### src/rtl/mrv32_pkg.sv
// mrv32_pkg: shared widths, strobe encodings and memory-arbiter types.
package mrv32_pkg;

  localparam int unsigned ADDR_WIDTH = 32;
  localparam int unsigned DATA_WIDTH = 32;
  localparam int unsigned STRB_WIDTH = DATA_WIDTH / 8;

  // An all-zero strobe marks a read command on the RAM bus.
  localparam logic [STRB_WIDTH-1:0] WSTRB_NONE = '0;

  localparam int unsigned ARB_TIMEOUT_DEFAULT = 64;

  typedef enum logic [1:0] {
    IDLE  = 2'd0,
    WAIT  = 2'd1,
    FLUSH = 2'd2
  } arb_state_t;

  typedef enum logic {
    M0 = 1'b0,
    M1 = 1'b1
  } arb_owner_t;

endpackage

### src/rtl/mrv32_rr_pick2.sv
// mrv32_rr_pick2: combinational two-way round-robin picker.
// Ports:
//   req[1:0] - request per master
//   last     - master granted most recently (0 = M0, 1 = M1)
//   gnt[1:0] - one-hot (or zero) grant
module mrv32_rr_pick2
  import mrv32_pkg::*;
(
  input  logic [1:0] req,
  input  logic       last,
  output logic [1:0] gnt
);

  // On contention the master that did not win last time goes first.
  always_comb begin
    gnt    = 2'b00;
    gnt[0] = req[0] & (~req[1] | (last == M1));
    gnt[1] = req[1] & (~req[0] | (last == M0));
  end

endmodule

### src/rtl/mrv32_mem_arb.sv
// mrv32_mem_arb: shares the single-port RAM bus between instruction fetch
// (master 0, reads only) and the load/store unit (master 1, reads/writes).
// One command per grant, at most one read outstanding, round-robin on ties.
// Read responses are routed to the issuing master; a read the bus never
// answers is failed with err after TIMEOUT_CYCLES, and the late response
// (if any) is swallowed in FLUSH.
// Ports:
//   clk, rst                         - clock, async active-high reset
//   m0_req/m0_addr -> m0_gnt         - fetch request / accept
//   m0_rvalid/m0_rdata/m0_err        - fetch response
//   m1_req/m1_addr/m1_wdata/m1_wstrb -> m1_gnt - LSU request / accept
//   m1_rvalid/m1_rdata/m1_err        - LSU read response
//   b_valid/b_addr/b_wdata/b_wstrb   - bus command
//   b_rdata/b_rvalid                 - bus read response
//   busy                             - a read is outstanding or being flushed
module mrv32_mem_arb #(
  parameter int unsigned ADDR_WIDTH     = mrv32_pkg::ADDR_WIDTH,
  parameter int unsigned TIMEOUT_CYCLES = mrv32_pkg::ARB_TIMEOUT_DEFAULT
) (
  input  logic                  clk,
  input  logic                  rst,
  input  logic                  m0_req,
  input  logic [ADDR_WIDTH-1:0] m0_addr,
  output logic                  m0_gnt,
  output logic                  m0_rvalid,
  output logic [31:0]           m0_rdata,
  output logic                  m0_err,
  input  logic                  m1_req,
  input  logic [ADDR_WIDTH-1:0] m1_addr,
  input  logic [31:0]           m1_wdata,
  input  logic [3:0]            m1_wstrb,
  output logic                  m1_gnt,
  output logic                  m1_rvalid,
  output logic [31:0]           m1_rdata,
  output logic                  m1_err,
  output logic                  b_valid,
  output logic [ADDR_WIDTH-1:0] b_addr,
  output logic [31:0]           b_wdata,
  output logic [3:0]            b_wstrb,
  input  logic [31:0]           b_rdata,
  input  logic                  b_rvalid,
  output logic                  busy
);

  import mrv32_pkg::*;

  localparam int unsigned CNT_W =
    (TIMEOUT_CYCLES == 0) ? 1 : $clog2(TIMEOUT_CYCLES + 1);
  localparam bit TO_EN = (TIMEOUT_CYCLES != 0);
  localparam logic [CNT_W-1:0] CNT_LAST =
    TO_EN ? CNT_W'(TIMEOUT_CYCLES - 1) : '0;
  localparam logic [CNT_W-1:0] CNT_MAX = '1;

  arb_state_t       state_q, state_d;
  arb_owner_t       owner_q, owner_d;
  arb_owner_t       last_q,  last_d;
  logic [CNT_W-1:0] cnt_q,   cnt_d;

  logic [1:0]  pick_gnt;
  logic        resp_valid;
  logic        resp_err;

  mrv32_rr_pick2 u_pick (
    .req  ({m1_req, m0_req}),
    .last (last_q),
    .gnt  (pick_gnt)
  );

  // Next-state, counter and response-event logic.
  always_comb begin
    state_d    = state_q;
    owner_d    = owner_q;
    last_d     = last_q;
    cnt_d      = cnt_q;
    resp_valid = 1'b0;
    resp_err   = 1'b0;
    case (state_q)
      IDLE: begin
        if (pick_gnt[1]) begin
          last_d = M1;
          if (m1_wstrb == WSTRB_NONE) begin
            state_d = WAIT;
            owner_d = M1;
            cnt_d   = '0;
          end
        end else if (pick_gnt[0]) begin
          last_d  = M0;
          state_d = WAIT;
          owner_d = M0;
          cnt_d   = '0;
        end
      end
      WAIT: begin
        // A response arriving on the timeout cycle still wins.
        if (b_rvalid) begin
          resp_valid = 1'b1;
          state_d    = IDLE;
        end else if (TO_EN && (cnt_q == CNT_LAST)) begin
          resp_valid = 1'b1;
          resp_err   = 1'b1;
          state_d    = FLUSH;
          cnt_d      = '0;
        end else if (TO_EN && (cnt_q != CNT_MAX)) begin
          cnt_d = cnt_q + CNT_W'(1);
        end
      end
      FLUSH: begin
        // Swallow the late response so it cannot answer the next read.
        if (b_rvalid || (TO_EN && (cnt_q == CNT_LAST))) begin
          state_d = IDLE;
          cnt_d   = '0;
        end else if (TO_EN && (cnt_q != CNT_MAX)) begin
          cnt_d = cnt_q + CNT_W'(1);
        end
      end
      default: begin
        state_d = IDLE;
        cnt_d   = '0;
      end
    endcase
  end

  // Grant/command muxing and response routing; everything forced low in reset.
  always_comb begin
    m0_gnt    = 1'b0;
    m1_gnt    = 1'b0;
    b_valid   = 1'b0;
    b_addr    = '0;
    b_wdata   = '0;
    b_wstrb   = WSTRB_NONE;
    m0_rvalid = 1'b0;
    m1_rvalid = 1'b0;
    m0_err    = 1'b0;
    m1_err    = 1'b0;
    m0_rdata  = '0;
    m1_rdata  = '0;
    busy      = 1'b0;
    if (!rst) begin
      busy = (state_q != IDLE);
      if (state_q == IDLE) begin
        if (pick_gnt[1]) begin
          m1_gnt  = 1'b1;
          b_valid = 1'b1;
          b_addr  = m1_addr;
          b_wdata = m1_wdata;
          b_wstrb = m1_wstrb;
        end else if (pick_gnt[0]) begin
          m0_gnt  = 1'b1;
          b_valid = 1'b1;
          b_addr  = m0_addr;
        end
      end
      if (resp_valid) begin
        if (owner_q == M0) begin
          m0_rvalid = 1'b1;
          m0_err    = resp_err;
          m0_rdata  = resp_err ? 32'h0 : b_rdata;
        end else begin
          m1_rvalid = 1'b1;
          m1_err    = resp_err;
          m1_rdata  = resp_err ? 32'h0 : b_rdata;
        end
      end
    end
  end

  always_ff @(posedge clk or posedge rst) begin
    if (rst) begin
      state_q <= IDLE;
      owner_q <= M0;
      last_q  <= M0;
      cnt_q   <= '0;
    end else begin
      state_q <= state_d;
      owner_q <= owner_d;
      last_q  <= last_d;
      cnt_q   <= cnt_d;
    end
  end

endmodule

### config.mk
export PLATFORM = sky130hd
export DESIGN_NAME = mrv32_mem_arb
export DESIGN_NICKNAME = d
export VERILOG_FILES = /design/src/rtl/mrv32_pkg.sv /design/src/rtl/mrv32_rr_pick2.sv /design/src/rtl/mrv32_mem_arb.sv
export SDC_FILE = /design/constraint.sdc
export NUM_CORES = 1
export LEC_CHECK = 0
export CAP_MARGIN = 5
export CORE_AREA = 2 2 108 110
export DETAILED_ROUTE_END_ITERATION = 7
export DIE_AREA = 0 0 110 112
export PLACE_DENSITY = 0.67
export SYNTH_ARGS = -nofsm -noshare
export SYNTH_HDL_FRONTEND = slang
export SYNTH_SLANG_ARGS = --single-unit
### constraint.sdc
create_clock -name clk -period 2.4 [get_ports clk]
set_input_delay 0.6 -clock clk [delete_from_list [all_inputs] [get_ports clk]]
set_output_delay 0.6 -clock clk [all_outputs]
set_load 0.005 [all_outputs]
==> results_dict.tcl <==
set metrics [dict create \
    run_status "finished, violations left" \
    violations "negative setup slack" \
    grt_pass1_wl_mm 22.04 \
    r2r_start "state_q[1]$_DFFE_PP0P_" \
    ys_ff_latch 11 \
    finalHoldViolations 0 \
    timing.hold.ws_ns 0.4441 \
    end_kind "output port" \
    switching_share_pct 34.26 \
    syn_area_um2 1807 \
    hp-class "in2async" \
    tritoncts "done" \
    cp-start-kind "flip-flop" \
    p_per_area_nw_per_um2 392.0 \
    place.gp.congestion 0.9171 \
    rows 39 \
    sequentialPowerShare_pct 9.5 \
    fmax_ghz 0.3740 \
    root_buffer "clkbuf_16" \
    power.leakage_nw 3.060 \
    wirelength_mm 15.90 \
    drive_gt1_share_pct 61.26 \
    syn_inst 242 \
    cp_max_fo 8 \
    die_h_um 112 \
    intPower_w 0.001679 \
    fillers 938 \
    grt-ovfl-total 0 \
    max-cap-violations 0 \
    dp_cells 674 \
    rr_worst_depth 13 \
    final_nets 759 \
    crit_type "reg2out" \
    io-pin-count 277 \
    worstPathRequired_ns 1.80 \
    syn_avg_cell_area_um2 7.466 \
    io_buffers 276 \
    dr_total_vias 3590 \
    drt_drc_violations_left 0 \
    ys_seq_area_share_pct 15.24 \
    place_hpwl_mm 9.780 \
    grt_max_degree 18 \
    ctsLongestPathBuffers 2 \
    timing.final.max_slew_violations 0 \
    dr.pass1.iters 4 \
    cts_num_sinks 11 \
    max-slew-margin-rel_pct 80.80 \
    tightest_slew_ns 0.2880 \
    period_minus_slack_ns 2.674 \
    p_sw_w 0.0008754 \
    netlist.top_cell.by_area "and3_1" \
    die_area_um2 12320 \
    area_growth_pct 260.7 \
    ctsHtreeMaxLevel 1 \
    core_area_um2 11170 \
    clkLatencyLatePin_ns 0.24 \
    final_cells 762 \
    yosysWarnings 0 \
    drt_iter0_drc 174 \
    cts_buffers 3 \
    irDropWorstVdd_v 0.0005912 \
    die_w_um 110 \
    arrival_ns 2.07 \
    path_clk_slew_ns 0.05 \
    synth_top_cell_area_share_pct 22.16 \
    synth_cell_types 39 \
    fin_skew_ns 0.003889 \
    start_util_pct 16.17 \
    synthTopCellsByArea "and3_1 (22%), a22o_1 (16%), dfrtp_1 (15%)" \
    synth_nets 383 \
    setup_ws_ns -0.2740 \
    grt_pass1_vias 3749 \
    post_drt_wl_per_cell_um 20.87 \
    rrSetupSlack_ns 0.31 \
    clockPowerShare_pct 12.2 \
    finalSetupViolations 119 \
    grt_use_total_pct 23.35 \
    finalCritPeriodShare_pct 111.4 \
    combPwrFrac_pct 78.3 \
    grt_antenna_before_repair 6 \
    r2r_end "cnt_q[4]$_DFFE_PP0P_" \
    rsz0062_at_grt "yes" \
    drtAntennaViolNets 0 \
    drt-vias-per-instance 4.711 \
]
how the worst max path moves through the flow:
stage	from	endpoint	slack (ns)	depth (start not counted)
2_1_floorplan	rst	b_wdata[12]	0.02	6
3_3_place_gp	m1_req	b_wstrb[3]	-0.64	6
3_5_place_dp	m1_req	b_wdata[6]	-0.67	6
4_1_cts	cnt_q[1]$_DFFE_PP0P_	m0_rdata[6]	-0.34	11
5_1_grt	cnt_q[0]$_DFFE_PP0P_	m1_rdata[17]	-0.37	10
6_report	cnt_q[0]$_DFFE_PP0P_	m1_rdata[17]	-0.27	10
Yosys cell counts (all sizes together):
| cell | n |
|---|---|
| nand2 | 12 |
| a21boi | 1 |
| o21ai | 8 |
| nor2 | 6 |
| nand3 | 4 |
| inv | 5 |
| a311oi | 1 |
| o31ai | 1 |
| or2 | 1 |
| a21o | 2 |
| a31oi | 2 |
| and2 | 36 |
| a32oi | 1 |
| dfrtp | 11 |
| nor2b | 1 |
| a22o | 33 |
| mux2 | 1 |
| ha | 4 |
| a21oi | 9 |
| a221oi | 1 |
| nor3 | 6 |
| a41oi | 2 |
| nand2b | 1 |
| nor4 | 1 |
| o21bai | 1 |
| or3 | 1 |
| buf | 12 |
| a31o | 2 |
| and3 | 64 |
| clkbuf | 11 |
| mux2i | 1 |
per-layer routing:
metal / vias to the layer above / track usage [%] / share of wire, %
met5: - / 0 / 0.26
met3: 18 / 7.728 / 9.9
met2: 169 / 38.69 / 48
met4: 6 / 2.532 / 0.75
li1: 1666 / - / -
met1: 1731 / 30.25 / 41
repair_timing:
action,in CTS,in global routing
hold buffers,0,0
gates cloned,18,2
hold endpoints to repair,0,0
pin swaps,48,61
resized for setup,624,229
setup endpoints to repair,140,139
setup buffers,61,24
placed cells by master, fill, tap and decap left out, types with 2 or more instances in the layout:
| cell | count |
|---|---|
| clkbuf_2 | 4 |
| nand3_4 | 2 |
| a41oi_1 | 2 |
| buf_16 | 10 |
| nor2_1 | 4 |
| o21ai_0 | 4 |
| ha_4 | 2 |
| a31o_2 | 2 |
| nand2_2 | 2 |
| buf_2 | 50 |
| nand2_1 | 9 |
| nor2_4 | 2 |
| nor3_4 | 3 |
| inv_2 | 3 |
| o21ai_1 | 3 |
| a22o_1 | 33 |
| and3_1 | 6 |
| a31oi_1 | 2 |
| dfrtp_1 | 11 |
| clkbuf_16 | 5 |
| and2_1 | 9 |
| and2_4 | 27 |
| diode_2 | 2 |
| buf_8 | 14 |
| a21o_1 | 2 |
| buf_6 | 120 |
| buf_4 | 49 |
| and3_4 | 58 |
| nor3_2 | 2 |
| buf_12 | 11 |
| clkdlybuf4s50_1 | 133 |
| a21oi_1 | 7 |
flip-flops by register name (all words and copies together) (netlist names):
name and cells:
state_q 2, owner_q 1, cnt_q 7, last_q 1
final cells by class:
class                   count  area, um2  area share, %
diodes                      2      5.005        0.07679
clock buffers               4      78.83          1.209
inverters                   5      21.27         0.3264
multi-input cells         203       1873          28.74
flip-flops and latches     11      275.3          4.223
well taps                 143      178.9          2.745
repair buffers            394       4085          62.68
power groups by stage:
stage / Sequential [W] / Combinational (W) / Clock [W]
global route: 0.000246 / 0.00212 / 0.000322
global placement: 0.000235 / 0.00144 / 0
floorplan: 0.000243 / 0.000517 / 0
finish: 0.000243 / 0.00200 / 0.000312
detailed placement: 0.000236 / 0.00147 / 0
CTS: 0.000242 / 0.00184 / 0.000311
worst max-delay path: stages, from the launching register on:
cell and delay [ns]:
dfrtp_1 0.39, ha_4 0.17, nand2_4 0.06, nor3_4 0.21
buf_6 0.14, nand3_4 0.14, buf_12 0.18, buf_8 0.12
buf_16 0.14, and3_4 0.17, buf_6 0.11
cell families after synthesis:
group / share of synthesized area, %
and+or+nand+nor: 45.29
AOI/OAI and AO/OA: 27.84
muxes: 1.177
adders and majority gates: 2.770
DFF: 15.24
buffers and inverters: 7.687
through the flow:
| step | cell area (um2) | setup WS (ns) | util [%] | TNS (ns) | total power, W |
|---|---|---|---|---|---|
| 5_1_grt | 6513 | -0.3676 | 58.28 | -26.21 | 0.002692 |
| 6_report | 6518 | -0.2740 | 58.32 | -15.47 | 0.002555 |
| 3_5_place_dp | 4987 | -0.6697 | 44.63 | -74.22 | 0.001703 |
| 3_3_place_gp | 4987 | -0.6437 | 44.63 | -71.32 | 0.001674 |
| 2_1_floorplan | 1807 | 0.01555 | - | 0 | 0.0007593 |
| 4_1_cts | 6148 | -0.3395 | 55.02 | -23.10 | 0.002396 |
No activity file was read; power rests on OpenSTA's default activity.
